`config.mk`:
```
export PLATFORM = sky130hd
export DESIGN_NAME = lcd_pixel_feeder
export DESIGN_NICKNAME = d
export VERILOG_FILES = /design/src/rtl/lcd_feed_pkg.sv /design/src/rtl/lcd_feed_fifo.sv /design/src/rtl/lcd_pixel_feeder.sv
export SDC_FILE = /design/constraint.sdc
export NUM_CORES = 1
export LEC_CHECK = 0
export ABC_CLOCK_PERIOD_IN_PS = 6500
export CAP_MARGIN = 20
export CORE_MARGIN = 10
export CORE_UTILIZATION = 30
export CTS_BUF_LIST = sky130_fd_sc_hd__clkbuf_4
export CTS_CLUSTER_DIAMETER = 150
export DETAILED_ROUTE_END_ITERATION = 8
export DONT_BUFFER_PORTS = 1
export HOLD_SLACK_MARGIN = 0.05
export PLACE_DENSITY = 0.46
export REMOVE_ABC_BUFFERS = 1
export SYNTH_ARGS = -nofsm -noshare
export SYNTH_HDL_FRONTEND = slang
export SYNTH_SLANG_ARGS = --single-unit
```
`constraint.sdc`:
```
create_clock -name lcd_pclk -period 6.5 [get_ports lcd_pclk]
set_input_delay 0.975 -clock lcd_pclk [delete_from_list [all_inputs] [get_ports lcd_pclk]]
set_output_delay 0.975 -clock lcd_pclk [all_outputs]
set_load 0.01 [all_outputs]
```
`src/rtl/lcd_feed_pkg.sv`:
```
// Shared constants for the LCD pixel feeder: coordinate widths and RGB565 colours.
// Also holds the colour-bar lookup used by the optional test pattern.
package lcd_feed_pkg;

  localparam int COORD_W = 11;
  localparam int SUM_W   = 12;
  localparam logic [COORD_W-1:0] COORD_MAX = 11'd2047;

  typedef logic [15:0] rgb565_t;

  localparam rgb565_t RGB_WHITE   = 16'hFFFF;
  localparam rgb565_t RGB_YELLOW  = 16'hFFE0;
  localparam rgb565_t RGB_CYAN    = 16'h07FF;
  localparam rgb565_t RGB_GREEN   = 16'h07E0;
  localparam rgb565_t RGB_MAGENTA = 16'hF81F;
  localparam rgb565_t RGB_RED     = 16'hF800;
  localparam rgb565_t RGB_BLUE    = 16'h001F;
  localparam rgb565_t RGB_BLACK   = 16'h0000;

  // Bar order runs left to right across the image window.
  function automatic rgb565_t bar_color(input logic [2:0] idx);
    case (idx)
      3'd0:    return RGB_WHITE;
      3'd1:    return RGB_YELLOW;
      3'd2:    return RGB_CYAN;
      3'd3:    return RGB_GREEN;
      3'd4:    return RGB_MAGENTA;
      3'd5:    return RGB_RED;
      3'd6:    return RGB_BLUE;
      default: return RGB_BLACK;
    endcase
  endfunction

endpackage

```
`src/rtl/lcd_feed_fifo.sv`:
```
// Synchronous FIFO with flush, registered full flag and head-of-queue read.
// Empty comes from registered pointers, so a same-cycle push is not yet poppable.
module lcd_feed_fifo #(
  parameter int DEPTH  = 16,
  parameter int DATA_W = 16
) (
  input  logic              lcd_pclk,
  input  logic              rst_n,
  input  logic              flush,
  input  logic              push,
  input  logic              pop,
  input  logic [DATA_W-1:0] din,
  output logic [DATA_W-1:0] head,
  output logic              full,
  output logic              empty
);

  localparam int AW = $clog2(DEPTH);

  logic [AW:0]       wr_ptr;
  logic [AW:0]       rd_ptr;
  logic [AW:0]       wr_nxt;
  logic [AW:0]       rd_nxt;
  logic              push_ok;
  logic              pop_ok;
  logic [DATA_W-1:0] mem [DEPTH];

  assign empty   = (wr_ptr == rd_ptr);
  assign push_ok = push && !full;
  assign pop_ok  = pop && !empty;
  assign wr_nxt  = wr_ptr + {{AW{1'b0}}, push_ok};
  assign rd_nxt  = rd_ptr + {{AW{1'b0}}, pop_ok};
  assign head    = mem[rd_ptr[AW-1:0]];

  always_ff @(posedge lcd_pclk or negedge rst_n) begin
    if (!rst_n) begin
      wr_ptr <= '0;
      rd_ptr <= '0;
      full   <= 1'b0;
    end else if (flush) begin
      wr_ptr <= '0;
      rd_ptr <= '0;
      full   <= 1'b0;
    end else begin
      wr_ptr <= wr_nxt;
      rd_ptr <= rd_nxt;
      full   <= (wr_nxt[AW] != rd_nxt[AW]) && (wr_nxt[AW-1:0] == rd_nxt[AW-1:0]);
    end
  end

  always_ff @(posedge lcd_pclk) begin
    if (push_ok && !flush) mem[wr_ptr[AW-1:0]] <= din;
  end

endmodule

```
`src/rtl/lcd_pixel_feeder.sv`:
```
// RGB565 pixel source for the LCD timing driver: FIFO-fed image centred on the panel.
// Define LCD_FEED_TESTPAT_EN to build the colour-bar test pattern selected by test_en.
module lcd_pixel_feeder
  import lcd_feed_pkg::*;
#(
  parameter int          IMG_W        = 320,
  parameter int          IMG_H        = 240,
  parameter int          FIFO_DEPTH   = 16,
  parameter logic [15:0] BORDER_COLOR = 16'h0000,
  parameter logic [15:0] UNDER_COLOR  = 16'hF800
) (
  input  logic        lcd_pclk,
  input  logic        rst_n,
  input  logic [10:0] h_disp,
  input  logic [10:0] v_disp,
  input  logic        out_vsync,
  input  logic        data_req,
  output logic [15:0] pixel_data,
  input  logic        s_valid,
  input  logic [15:0] s_data,
  output logic        s_ready,
  output logic        frame_start,
  output logic        underflow,
  input  logic        underflow_clr,
  input  logic        test_en
);

  logic               vsync_p1;
  logic               req_p1;
  logic               ready_en;
  logic [COORD_W-1:0] x_cnt;
  logic [COORD_W-1:0] y_cnt;
  logic [COORD_W-1:0] x_off;
  logic [COORD_W-1:0] y_off;
  logic [SUM_W-1:0]   x_end;
  logic [SUM_W-1:0]   y_end;
  logic               in_win;
  logic               test_act;
  logic               fifo_flush;
  logic               fifo_push;
  logic               fifo_pop;
  logic               fifo_full;
  logic               fifo_empty;
  logic [15:0]        fifo_head;
  logic               under_set;
  logic [15:0]        pix_p0;

  function automatic logic [COORD_W-1:0] center_off(input logic [COORD_W-1:0] disp,
                                                    input int img);
    logic [SUM_W-1:0] d;
    logic [SUM_W-1:0] i;
    logic [SUM_W-1:0] diff;
    d    = {1'b0, disp};
    i    = 12'(img);
    diff = d - i;
    return (d > i) ? diff[SUM_W-1:1] : '0;
  endfunction

  function automatic logic [COORD_W-1:0] sat_inc(input logic [COORD_W-1:0] v);
    return (v == COORD_MAX) ? v : v + 11'd1;
  endfunction

`ifdef LCD_FEED_TESTPAT_EN
  localparam int BAR_W = IMG_W / 8;

  logic [COORD_W-1:0] x_rel;
  logic [2:0]         bar_idx;

  assign test_act = test_en;
  assign x_rel    = x_cnt - x_off;

  // Last bar takes whatever IMG_W/8 leaves over.
  always_comb begin
    bar_idx = '0;
    for (int k = 1; k < 8; k++) begin
      if ({1'b0, x_rel} >= 12'(k * BAR_W)) bar_idx = 3'(k);
    end
  end
`else
  logic unused_test_en;

  assign test_act       = 1'b0;
  assign unused_test_en = test_en;
`endif

  assign x_end  = {1'b0, x_off} + 12'(IMG_W);
  assign y_end  = {1'b0, y_off} + 12'(IMG_H);
  assign in_win = ({1'b0, x_cnt} >= {1'b0, x_off}) && ({1'b0, x_cnt} < x_end) &&
                  ({1'b0, y_cnt} >= {1'b0, y_off}) && ({1'b0, y_cnt} < y_end);

  assign fifo_flush = frame_start || test_act;
  assign s_ready    = ready_en && !fifo_full && !frame_start && !test_act;
  assign fifo_push  = s_valid && s_ready;
  assign fifo_pop   = data_req && in_win && !fifo_empty && !test_act;
  assign under_set  = data_req && in_win && fifo_empty && !test_act;

  lcd_feed_fifo #(
    .DEPTH  (FIFO_DEPTH),
    .DATA_W (16)
  ) u_fifo (
    .lcd_pclk (lcd_pclk),
    .rst_n    (rst_n),
    .flush    (fifo_flush),
    .push     (fifo_push),
    .pop      (fifo_pop),
    .din      (s_data),
    .head     (fifo_head),
    .full     (fifo_full),
    .empty    (fifo_empty)
  );

  // Stage p0: pixel choice for the request presented this cycle
  always_comb begin
    pix_p0 = '0;
    if (data_req) begin
      if (!in_win)         pix_p0 = BORDER_COLOR;
`ifdef LCD_FEED_TESTPAT_EN
      else if (test_act)   pix_p0 = bar_color(bar_idx);
`endif
      else if (fifo_empty) pix_p0 = UNDER_COLOR;
      else                 pix_p0 = fifo_head;
    end
  end

  // Stage p1: registered pixel, frame control and counters
  always_ff @(posedge lcd_pclk or negedge rst_n) begin
    if (!rst_n) begin
      vsync_p1    <= 1'b0;
      req_p1      <= 1'b0;
      ready_en    <= 1'b0;
      frame_start <= 1'b0;
      x_cnt       <= '0;
      y_cnt       <= '0;
      x_off       <= '0;
      y_off       <= '0;
      underflow   <= 1'b0;
      pixel_data  <= '0;
    end else begin
      vsync_p1    <= out_vsync;
      req_p1      <= data_req;
      ready_en    <= 1'b1;
      frame_start <= out_vsync && !vsync_p1;
      pixel_data  <= pix_p0;

      if (frame_start) begin
        x_cnt <= '0;
        y_cnt <= '0;
        x_off <= center_off(h_disp, IMG_W);
        y_off <= center_off(v_disp, IMG_H);
      end else if (data_req) begin
        x_cnt <= sat_inc(x_cnt);
      end else if (req_p1) begin
        x_cnt <= '0;
        y_cnt <= sat_inc(y_cnt);
      end

      if (under_set)          underflow <= 1'b1;
      else if (underflow_clr) underflow <= 1'b0;
    end
  end

endmodule

```
==> flow_metrics.py <==
metrics = {
    "die": {
        "start_util": 0.303,
        "io_pins": 64,
        "die-area_sq_um": 56000,
        "core-area_sq_um": 46500,
        "die_x_um": 237,
        "die_y_um": 237,
        "row_count": 79,
    },
    "synthesis": {
        "synth_top_family_by_area": "multiplexers",
        "synth_compound_area_frac": 0.0367,
        "ys_seq_area_frac": 0.681,
        "netlist_area_sq_um": 14100,
        "synth_top_flop_cell": "edfxtp_1",
        "ys_top_cells_by_area": "edfxtp_1 55%, dfrtp_1 14%, mux4_2 13%",
        "syn_inst": 831,
        "synth_xor_xnor_area_share": 0.0261,
        "synthSimpleGateAreaFrac": 0.0662,
        "yosysWarnings": 0,
        "ys_ff_latch": 332,
        "synth.distinct_cells": 54,
        "synthArstFlopShare": 0.229,
        "synth-edff-count": 256,
        "synth.area.mux_share": 0.129,
        "avgSynthCellArea_sq_um": 16.9,
        "synth_fa_ha_area_frac": 0.0400,
        "synth_top_area_frac": 0.546,
        "synth.largest_area_cell": "edfxtp_1",
    },
    "setup_path": {
        "worst_path_most_repeated_cell": "ha_1",
        "reg2reg_slack_ps": 2840,
        "path_cells": "inv_1 > ha_1 > and3_1 > nor3_1 > xnor2_1 > ha_1 > a21oi_1 > nand3_1 > o21ai_1 > o311a_1 > nand4_1 > buf_4 > inv_1 > ha_1 > ha_1 > xor2_1 > nor3_1 > nand2_1 > nor3_1",
        "crit_slowest_cell": "dfrtp_1",
        "required_ps": 7170,
        "start_kind": "flip-flop",
        "r2r_end": "u_fifo.full$_DFF_PN0_",
        "cp-startpoint": "y_off[4]$_DFFE_PN0P_",
        "cp_top_family": "simple AND/OR/NAND/NOR gates",
        "rr_worst_depth": 19,
        "cp.depth": 19,
        "endpoint": "u_fifo.full$_DFF_PN0_",
        "critPathKind": "reg -> reg",
        "cp.arrival_ps": 4330,
        "timing.rr.start": "y_off[4]$_DFFE_PN0P_",
        "cpPeakStageDelay_ps": 400,
        "crit_path_max_fanout": 12,
        "cp_num_buf_inv": 3,
        "endpoint_kind": "flip-flop",
    },
    "placement": {
        "place_inst": 1430,
        "gp_congestion": 0.732,
        "portBuffers": 0,
        "post-dp-hpwl_um": 19800,
    },
    "clocking": {
        "numCtsBuffers": 88,
        "htreeDepth": 3,
        "clock_path_buffers": 3,
        "clk_pin_slew_ps": 60,
        "cts-root-buf": "clkbuf_4",
        "clock-sinks": 332,
        "worstSkewPairLatency_ps": 790,
        "cts_tree": "done",
    },
    "sta": {
        "tightestPinTransition_ps": 850,
        "finalSetupTns_ps": 0,
        "post-route-period-util": 0.563,
        "maxSlewViolCount": 0,
        "min_period_ps": 3660,
        "finalHoldViolations": 0,
        "timing.fmax_mhz": 273,
        "skew_ps": 53.9,
        "finalSetupViolations": 0,
        "rsz0062_at_grt": "false",
        "slew_headroom": 0.433,
    },
    "routing": {
        "vias": 7509,
        "vias_per_cell": 4.72,
        "dr.pass1.iters": 4,
        "wl_per_cell_um": 20.9,
        "final_antenna_net_count": 0,
        "post-route-drc-count": 0,
        "drt_iter0_markers": 351,
        "wirelength_um": 33300,
    },
    "layout": {
        "final_nets": 1005,
        "layout_commonest_cell": "edfxtp_1",
        "final_layout_size_suffix_gt1_frac": 0.266,
        "stdcell_count": 1592,
        "final_cell_mix": "256 x edfxtp_1, 127 x clkbuf_4, 80 x mux4_2",
        "area_delta_synth_final_pct": 14.0,
    },
    "global_routing": {
        "grt_max_degree": 77,
        "antenna_found_initial": 3,
        "grt_pass1_wl_um": 50900,
        "grt_pass1_vias": 8258,
        "grt_usage": 0.120,
        "gr-total-overflow": 0,
    },
    "power_and_ir_drop": {
        "ir_drop_v": 0.000155,
        "p_per_area_nw_per_um2": 275,
        "power.leakage_uw": 0.00563,
    },
    "run": {
        "maxCapViolCount": 0,
    },
    "status": {
        "status": "finished, final reports clean",
    },
    "min_path": {
        "hold_depth": 0,
        "min_path_type": "in -> reg",
    },
}
==> flip-flops by register name, indices dropped and copies added, names as in the netlist <==
register,count
u_fifo.mem,256
pixel_data,16
x_cnt,11
x_off,11
y_cnt,11
y_off,11
u_fifo.rd_ptr,5
u_fifo.wr_ptr,5
frame_start,1
ready_en,1
req_p1,1
u_fifo.full,1
underflow,1
vsync_p1,1
==> per-stage QoR <==
step	cell area [sq um]	setup WS (ps)	util	hold WS, ps	power, uW
2_1_floorplan	13900	1880	-	378	2570
3_3_place_gp	14900	2820	0.321	384	2640
3_5_place_dp	14900	2810	0.321	384	2640
4_1_cts	16000	2810	0.345	150	4500
5_1_grt	16000	2470	0.345	128	4650
6_report	16000	2840	0.345	241	4410
==> logic make-up (layout without fill, tap and decap cells) <==
group / count (synthesis) / count (layout)
xor gates and xnor gates: 42 / 42
AOI/OAI and AO/OA: 82 / 82
and+or+nand+nor: 184 / 184
buffers and inverters: 64 / 212
adders and majority gates: 45 / 45
other: 1 / 7
DFF: 332 / 332
muxes: 81 / 81
==> cells in the mapped netlist, drive strengths merged, types with 3 or more instances <==
master  instances
edfxtp        256
mux4           80
dfrtp          76
nor2           55
ha             45
inv            34
nand3          26
a21oi          25
nand2          25
xnor2          23
o21ai          22
nor2b          21
xor2           19
clkbuf         17
nor3           16
buf            13
nand4          12
o22ai           9
nand2b          5
and3            4
and4            4
and2            3
nand3b          3
o211ai          3
o21a            3
==> worst min-delay path by stage <==
| stage | from | to | slack [ps] |
|---|---|---|---|
| after CTS | data_req | req_p1$_DFF_PN0_ | 150 |
| final | out_vsync | vsync_p1$_DFF_PN0_ | 240 |
| after global placement | vsync_p1$_DFF_PN0_ | frame_start$_DFF_PN0_ | 380 |
| after global routing | data_req | req_p1$_DFF_PN0_ | 130 |
| after detailed placement | vsync_p1$_DFF_PN0_ | frame_start$_DFF_PN0_ | 380 |
| after floorplan | vsync_p1$_DFF_PN0_ | frame_start$_DFF_PN0_ | 380 |
==> repair_timing <==
item | CTS | global route
buffers inserted | 0 | 0
resized for setup | 0 | 0
hold buffers | 2 | 0
hold endpoints to repair | 76 | 0
==> worst reg2reg max path, delay by kind of cell (launching register included) <==
kind                     cells  cell delay, ps
AND/OR/NAND/NOR              7            1010
adder cells (fa/ha/maj)      4             970
AO/OA/AOI/OAI                3             500
buffers and inverters        3             430
flip-flops                   1             400
XOR/XNOR                     2             290
==> final cells by class <==
type                    count  area (sq um)
repair buffers             24           203
inverters                  34           128
multi-input cells         435          4250
fillers                  4514         30400
diodes                      6          15.0
clock buffers             127           953
clock inverters            27           146
well taps                 607           759
flip-flops and latches    332          9600
==> power by group <==
group / internal (uW) / switching, uW
sequential: 2330 / 31.7
combinational: 101 / 143
clock: 939 / 864
==> routing by layer <==
metal | vias up | track usage | wire length, um
met4 | 2 | 0.0436 | 648
li1 | 3473 | - | -
met2 | 173 | 0.189 | 15800
met3 | 52 | 0.0398 | 2030
met1 | 3809 | 0.152 | 14800
met5 | - | 0 | 11
No activity file was read; power rests on OpenSTA's default activity.
